[config.mk]
export PLATFORM = sky130hd
export DESIGN_NAME = rvga_mem_arbiter
export DESIGN_NICKNAME = d
export VERILOG_FILES = /design/src/rtl/rvga_mem_arbiter.sv
export SDC_FILE = /design/constraint.sdc
export NUM_CORES = 1
export LEC_CHECK = 0
export BUFFER_PORTS_ARGS = -buffer_cell sky130_fd_sc_hd__buf_2
export CORE_MARGIN = 4
export CORE_UTILIZATION = 35
export DETAILED_ROUTE_END_ITERATION = 7
export GPL_TIMING_DRIVEN = 0
export PLACE_DENSITY = 0.77
export SLEW_MARGIN = 20
export SYNTH_ARGS = -nofsm -noshare
export SYNTH_HDL_FRONTEND = slang
export SYNTH_SLANG_ARGS = --single-unit
[constraint.sdc]
create_clock -name clk_i -period 2.6 [get_ports clk_i]
set_input_delay 0.26 -clock clk_i [delete_from_list [all_inputs] [get_ports clk_i]]
set_output_delay 0.26 -clock clk_i [all_outputs]
set_load 0.005 [all_outputs]
[src/rtl/rvga_mem_arbiter.sv]
// rvga_mem_arbiter: shares one memory port between the instruction-fetch and
// data requesters. It runs one transaction at a time. Data wins contested
// grants until fetch has been passed over STARVE_LIMIT times in a row; after
// that, fetch is forced to win. Each response is routed back to the requester
// that owns the outstanding transaction.
module rvga_mem_arbiter #(
  parameter int ADDR_W       = 32,
  parameter int DATA_W       = 32,
  parameter int STARVE_LIMIT = 4
) (
  input  logic                clk_i,
  input  logic                reset_n_i,
  input  logic                if_req_v_i,
  input  logic [ADDR_W-1:0]   if_addr_i,
  output logic                if_req_ready_o,
  output logic                if_resp_v_o,
  output logic [DATA_W-1:0]   if_resp_data_o,
  input  logic                dm_req_v_i,
  input  logic                dm_we_i,
  input  logic [ADDR_W-1:0]   dm_addr_i,
  input  logic [DATA_W-1:0]   dm_wdata_i,
  input  logic [DATA_W/8-1:0] dm_wmask_i,
  output logic                dm_req_ready_o,
  output logic                dm_resp_v_o,
  output logic [DATA_W-1:0]   dm_resp_data_o,
  output logic                mem_req_v_o,
  output logic                mem_we_o,
  output logic [ADDR_W-1:0]   mem_addr_o,
  output logic [DATA_W-1:0]   mem_wdata_o,
  output logic [DATA_W/8-1:0] mem_wmask_o,
  input  logic                mem_req_ready_i,
  input  logic                mem_resp_v_i,
  input  logic [DATA_W-1:0]   mem_resp_data_i
);

  localparam int MASK_W = DATA_W / 8;
  localparam int CNT_W  = $clog2(STARVE_LIMIT + 1);
  localparam logic [CNT_W-1:0] CNT_MAX = CNT_W'(STARVE_LIMIT);

  typedef enum logic [1:0] {
    ST_IDLE = 2'd0,
    ST_REQ  = 2'd1,
    ST_WAIT = 2'd2
  } state_t;

  state_t            state_q, state_d;
  logic [CNT_W-1:0]  starve_cnt_q, starve_cnt_d;
  logic              owner_q, owner_d;
  logic              we_q, we_d;
  logic [ADDR_W-1:0] addr_q, addr_d;
  logic [DATA_W-1:0] wdata_q, wdata_d;
  logic [MASK_W-1:0] wmask_q, wmask_d;
  logic              grant_if, grant_dm;
  logic              resp_hit;

  // Pick at most one winner while idle; fetch wins only when uncontested or starved.
  always_comb begin
    grant_if = 1'b0;
    grant_dm = 1'b0;
    if (state_q == ST_IDLE) begin
      if (if_req_v_i && (!dm_req_v_i || (starve_cnt_q == CNT_MAX))) begin
        grant_if = 1'b1;
      end else if (dm_req_v_i) begin
        grant_dm = 1'b1;
      end
    end
  end

  // Next state, capture of the winning request and starvation bookkeeping.
  always_comb begin
    state_d      = state_q;
    starve_cnt_d = starve_cnt_q;
    owner_d      = owner_q;
    we_d         = we_q;
    addr_d       = addr_q;
    wdata_d      = wdata_q;
    wmask_d      = wmask_q;
    case (state_q)
      ST_IDLE: begin
        if (grant_if) begin
          owner_d      = 1'b0;
          we_d         = 1'b0;
          addr_d       = if_addr_i;
          wdata_d      = '0;
          wmask_d      = '1;
          starve_cnt_d = '0;
          state_d      = ST_REQ;
        end else if (grant_dm) begin
          owner_d = 1'b1;
          we_d    = dm_we_i;
          addr_d  = dm_addr_i;
          wdata_d = dm_wdata_i;
          wmask_d = dm_wmask_i;
          // Only a grant that actually passes over a waiting fetch counts.
          if (if_req_v_i && (starve_cnt_q != CNT_MAX)) begin
            starve_cnt_d = starve_cnt_q + CNT_W'(1);
          end
          state_d = ST_REQ;
        end
      end
      ST_REQ: begin
        if (mem_req_ready_i) begin
          state_d = ST_WAIT;
        end
      end
      ST_WAIT: begin
        if (mem_resp_v_i) begin
          state_d = ST_IDLE;
        end
      end
      default: state_d = ST_IDLE;
    endcase
  end

  // State and capture registers; reset drops any outstanding transaction.
  always_ff @(posedge clk_i) begin
    if (!reset_n_i) begin
      state_q      <= ST_IDLE;
      starve_cnt_q <= '0;
      owner_q      <= 1'b0;
      we_q         <= 1'b0;
      addr_q       <= '0;
      wdata_q      <= '0;
      wmask_q      <= '0;
    end else begin
      state_q      <= state_d;
      starve_cnt_q <= starve_cnt_d;
      owner_q      <= owner_d;
      we_q         <= we_d;
      addr_q       <= addr_d;
      wdata_q      <= wdata_d;
      wmask_q      <= wmask_d;
    end
  end

  // Output decode: memory side from captures, responses steered to the owner.
  always_comb begin
    resp_hit       = (state_q == ST_WAIT) && mem_resp_v_i;
    if_req_ready_o = grant_if;
    dm_req_ready_o = grant_dm;
    mem_req_v_o    = (state_q == ST_REQ);
    mem_we_o       = we_q;
    mem_addr_o     = addr_q;
    mem_wdata_o    = wdata_q;
    mem_wmask_o    = wmask_q;
    if_resp_v_o    = resp_hit && !owner_q;
    dm_resp_v_o    = resp_hit && owner_q;
    // Data is gated so idle response buses read as zero.
    if_resp_data_o = (resp_hit && !owner_q) ? mem_resp_data_i : '0;
    dm_resp_data_o = (resp_hit && owner_q) ? mem_resp_data_i : '0;
  end

endmodule

* Word level (Yosys, flattened, before mapping)
Cells that the tools add are included.
Word-level totals: register bits after elaboration 75, bits of input ports 139, output and inout bits 138, word-level logic and storage cells 54
Operators by class: add/sub/neg operators 1, equal/unequal tests 7, mux-type cells 25, reductions and logical operators 14
Operators by type and width (number):
- 32-bit two-way mux | 6
- 1-bit two-way mux | 9
- 3-bit two-way mux | 3
- 2-bit two-way mux | 4
- 4-bit two-way mux | 2
- 3-bit inequality test, second input constant | 2
- 2-bit one-hot mux with 3 select lines | 1
- 3-bit AND reduction | 2
- 1-bit logical AND | 5
- 2-bit nonzero test | 2
- 3-bit by 1-bit adder with 3-bit output, second input constant | 1
- 3-bit equality test, second input constant | 1
- 2-bit by 1-bit equality test with 1-bit output, second input constant | 1
- 2-bit equality test, second input constant | 1
- 1-bit zero test | 2
- 2-bit zero test | 1
- 2-bit by 1-bit inequality test with 1-bit output, second input constant | 1
- 2-bit inequality test, second input constant | 1
- 2-bit AND reduction | 1
- 1-bit logical OR | 1

* Longest topological paths before layout
word-level depth 8, gate-level depth with buffers 7, mapped depth without buffers 5

* Worst setup path after synthesis
No wires, ideal clock.
path kind reg2reg, from reg starve_cnt_q[0], to reg addr_q[15] (netlist: mem_addr_o[15]), setup time 0.118 ns, arrival time 1.486 ns, data required time 2.482 ns, slack 0.996 ns, stages on the path, launching flop included 8, buffers on the path 2, period minus slack after synthesis 1.604 ns, path through dfxtp_1 > inv_1 > ha_1 > nand3_1 > clkbuf_1 > clkbuf_1 > nand3b_1 > o2111a_1
On the way: longest elaborated chain between the ends 7, elaborated cells between the ends (all ways) 10, classes of those cells eq/ne (1); mux (5); reduce/logical (4)
Ends and longest elaborated chain:
- from (decl) | RTL line 47 | logic [CNT_W-1:0] starve_cnt_q, starve_cnt_d;
- from (signal assigned) | RTL line 127 | starve_cnt_q <= starve_cnt_d;
- 3-bit equality test * | RTL line 61 | if (if_req_v_i && (!dm_req_v_i || (starve_cnt_q == CNT_MAX))) begin
- 1-bit logical OR * | RTL line 61
- 1-bit logical AND * | RTL line 61
- 1-bit two-way mux | RTL line 61
- 1-bit two-way mux | RTL line 60 | if (state_q == ST_IDLE) begin
- 2-bit nonzero test (no line)
- 2-bit AND reduction (no line)
- to (signal assigned) | RTL line 130 | addr_q <= addr_d;
- to (decl) | RTL line 50 | logic [ADDR_W-1:0] addr_q, addr_d;
Mark *: on every way between the ends. The rest lies on a longest branch, timed or not. A chain may end at the register's enable or synchronous reset.

* Worst setup path in the final report
from reg starve_cnt_q[0], to out if_req_ready_o
On the way: longest elaborated chain between the ends 5
Ends and longest elaborated chain:
- 3-bit equality test | RTL line 61
- 1-bit logical OR | RTL line 61
- 1-bit logical AND | RTL line 61
- 1-bit two-way mux | RTL line 61
- 1-bit two-way mux | RTL line 60
- to (decl) | RTL line 15 | output logic if_req_ready_o,
No other way between the ends.

==> summary.md <==
| Metric | Value |
|---|---|
| Library cells used by synthesis | `29` |
| Synth Area in Simple Gates | `a little under a third` |
| Wire length per cell | `17.47 µm` |
| Routed via count | `4411` |
| Minimum clock period | `between 2000 and 2500 ps` |
| Area Growth Syn to Fin | `47.77%` |
| Crit start category | `flip-flop` |
| Endpoints failing setup | `0` |
| Sequential share of the synthesized area | `40.03%` |
| GR Overflow Total | `0` |
| Total die area | `12440 µm²` |
| Max Clock Freq | `420.4 MHz` |
| Largest family of logic cells by synthesized area | `simple AND/OR/NAND/NOR gates` |
| Clock transition at path regs | `80 ps` |
| Complex-gate fraction of the synthesized area | `~23%` |
| Xor and xnor area share after synthesis | `0%` |
| Gr usage total | `between 20% and 30%` |
| Clock skew | `about 11 ps` |
| Post CTS Setup Buffer Count | `0` |
| Slew HR | `between 60 and 70%` |
| Starting Density | `36.17%` |
| Final Non-Filler Cells | `848` |
| Gpl congestion | `0.9071` |
| Share of cells above drive strength 1 | `between 40% and 50%` |
| IO Port Bufs | `275` |
| Die Wd | `111.5 µm` |
| Setup TNS Final | `0 ps` |
| Period utilisation layout | `91.49%` |
| Synthesized area | `3751 µm²` |
| Dpl hpwl | `11840 µm` |
| First-pass GRT wire length | `between 20000 and 25000 µm` |
| Largest net degree at the start of global routing | `13` |
| DRC viols | `0` |
| Vias in the first global route | `roughly 4600` |
| Register bit total from synthesis | `75` |
| DRT iter0 DRCs | `260` |
| Overall power | `2.952 mW` |
| Max-slew violations | `0` |
| Final hold vios | `0` |
| Outcome | `completed` |
| Share of the synthesized area in the top cell type | `between 40% and 50%` |
| Crit end category | `primary output` |
| Worst hold path class | `input port to flip-flop` |
| Most area-hungry cell type in the Yosys netlist | `dfxtp_1` |
| Pwr dens | `532.6 nW/µm²` |
| CP Data Required Time | `2340 ps` |
| Avg Cell Area, Syn | `about 9 µm²` |
| Via density | `~5.2` |
| Initial antenna violation count | `3` |
| CTS tree | `built` |
| Post-synthesis net count | `559` |
| Num ports | `277` |
| Number of H-tree levels | `3` |
| Actual slew at the worst max-slew pin | `591.6 ps` |
| Core ar. | `10370 µm²` |
| R2R Path Start | `starve_cnt_q[0]$_SDFFE_PN0P_` |
| Clk sinks | `75` |
| Critical Path AT | `2120 ps` |
| Row cnt | `37` |
| Maximum vdd drop | `0.0003133 V` |
| RSZ-0062 raised after global routing | `false` |
| Leakage | `2.715 nW` |
| Post-synthesis mux area share | `0%` |
| CTS Buffer Depth | `2` |
| Max-capacitance violation count | `0` |
| Max Fanout on Critical Path | `10` |
| Mapped Cells | `418` |
| Largest cells by area after synthesis | `dfxtp_1 (40%), and2_1 (11%), o2111a_1 (9.6%)` |
| Final #Nets | `845` |
| Root buffer cell | `clkbuf_8` |
| DR pass1 iterations | `4` |
| Clk_lat worst skew | `350 ps` |
| Hold path startpoint | `dm_wdata_i[29]` |
| CP Class | `flip-flop to primary output` |
| Worst Setup SP | `starve_cnt_q[0]$_SDFFE_PN0P_` |
| Post-Synth Adder-Cell Area | `0.6671%` |
| Die outline height | `111.5 µm` |
| Routed wire length | `approximately 15000 µm` |
| Num CTS Buffers | `9` |
| Syn. warnings | `0` |
| Post-route ant nets | `0` |
| Placed Cells | `829` |
## registers in the layout (all words and copies together) (netlist names)
| signal | count |
|---|---|
| mem_addr_o | 32 |
| mem_wdata_o | 32 |
| mem_wmask_o | 4 |
| starve_cnt_q | 3 |
| state_q | 2 |
| mem_we_o | 1 |
| owner_q | 1 |
## cell usage after synthesis, drive strengths merged
cell / number
ha: 2
buf: 10
or2: 1
nand3: 35
o2111a: 32
o211ai: 1
nor3b: 2
o221a: 4
and4b: 1
a21boi: 35
o21ai: 35
nand3b: 32
inv: 3
and4bb: 1
nor2b: 3
nand2: 3
and2: 64
or3b: 1
dfxtp: 75
nor2: 6
a22oi: 1
nand4b: 2
or3: 32
clkbuf: 35
nand4: 1
o21a: 1
## routing by layer
metal / GRT usage, % / part of all wire (%)
met1: 24.67 / 38
met2: 40.09 / 51
met3: 7.663 / 7.9
met4: 10.87 / 3.7
met5: 0 / 0
## logic make-up (layout without fill, tap and decap cells)
family / Yosys count / count (layout)
AO/OA/AOI/OAI: 109 / 109
adder cells (fa/ha/maj): 2 / 2
buffers and inverters: 48 / 339
flip-flops: 75 / 75
AND/OR/NAND/NOR: 184 / 184
other: 0 / 3
## final timing paths
kind	cells after the start	slack (ps)	to
setup / recovery	6	220	if_req_ready_o
hold / removal	3	160	mem_wdata_o[29]$_SDFFE_PN0P_
setup reg to reg	7	540	mem_addr_o[24]$_SDFFE_PN0P_
hold reg to reg	2	480	mem_wdata_o[29]$_SDFFE_PN0P_
## per-stage QoR
stage	util [%]	hold slack (ps)	instance area, µm²	setup WS, ps
final	53.45	159.9	5543	221.4
after CTS	53.38	137.9	5535	194.3
after global placement	51.09	461.1	5298	442.9
after detailed placement	51.09	469.5	5298	350.6
after global routing	53.45	150.9	5543	0.3195
after floorplan	-	406.6	3751	996.2
## power by group
group / total [mW] / internal [mW] / switching, mW
clock: 1.06 / 0.622 / 0.436
combinational: 0.584 / 0.291 / 0.294
sequential: 1.31 / 1.25 / 0.0563
## repair_timing
action | CTS | global route
endpoints found under the setup margin | 1 | 0
gates resized for setup | 1 | 0
hold buffers | 0 | 0
## layout make-up
cell class | count | area [µm²]
clock inverter | 3 | 68.82
clock buffer | 13 | 168.9
timing repair buffer | 275 | 1376
fill | 1008 | 4827
buffer | 45 | 200.2
sequential | 75 | 1501
inverter | 3 | 11.26
tap | 136 | 170.2
multi-input combinational | 295 | 2038
antenna | 3 | 7.507
## worst max-delay path: stages, from the launching register on
cell	delay (ps)
dfxtp_1	370
inv_1	70
ha_1	230
a21boi_1	440
clkbuf_1	380
nor2_1	120
buf_2	160
## cells in the final DEF, fill, tap and decap left out
master | netlist | layout
clkbuf_1 | 35 | 36
nand4b_1 | 2 | 2
o211ai_1 | 1 | 1
nor2_1 | 5 | 5
and4b_1 | 1 | 1
or3_1 | 32 | 32
o21a_1 | 1 | 1
o221a_2 | 4 | 4
nor3b_1 | 2 | 2
buf_2 | 7 | 282
clkbuf_8 | 0 | 12
and4bb_2 | 1 | 1
bufinv_16 | 0 | 2
nand2_1 | 3 | 3
o21ai_0 | 35 | 35
nor2_2 | 1 | 1
dfxtp_1 | 75 | 75
a21boi_0 | 30 | 29
or3b_1 | 1 | 1
nand3b_1 | 32 | 32
or2_1 | 1 | 1
diode_2 | 0 | 3
nand3_1 | 35 | 35
o2111a_1 | 32 | 32
nand4_1 | 1 | 1
ha_1 | 2 | 2
inv_1 | 3 | 3
a21boi_1 | 5 | 6
clkinv_4 | 0 | 1
nor2b_1 | 3 | 3
a22oi_1 | 1 | 1
and2_1 | 64 | 64
buf_6 | 3 | 3
No activity file was read; power rests on OpenSTA's default activity.
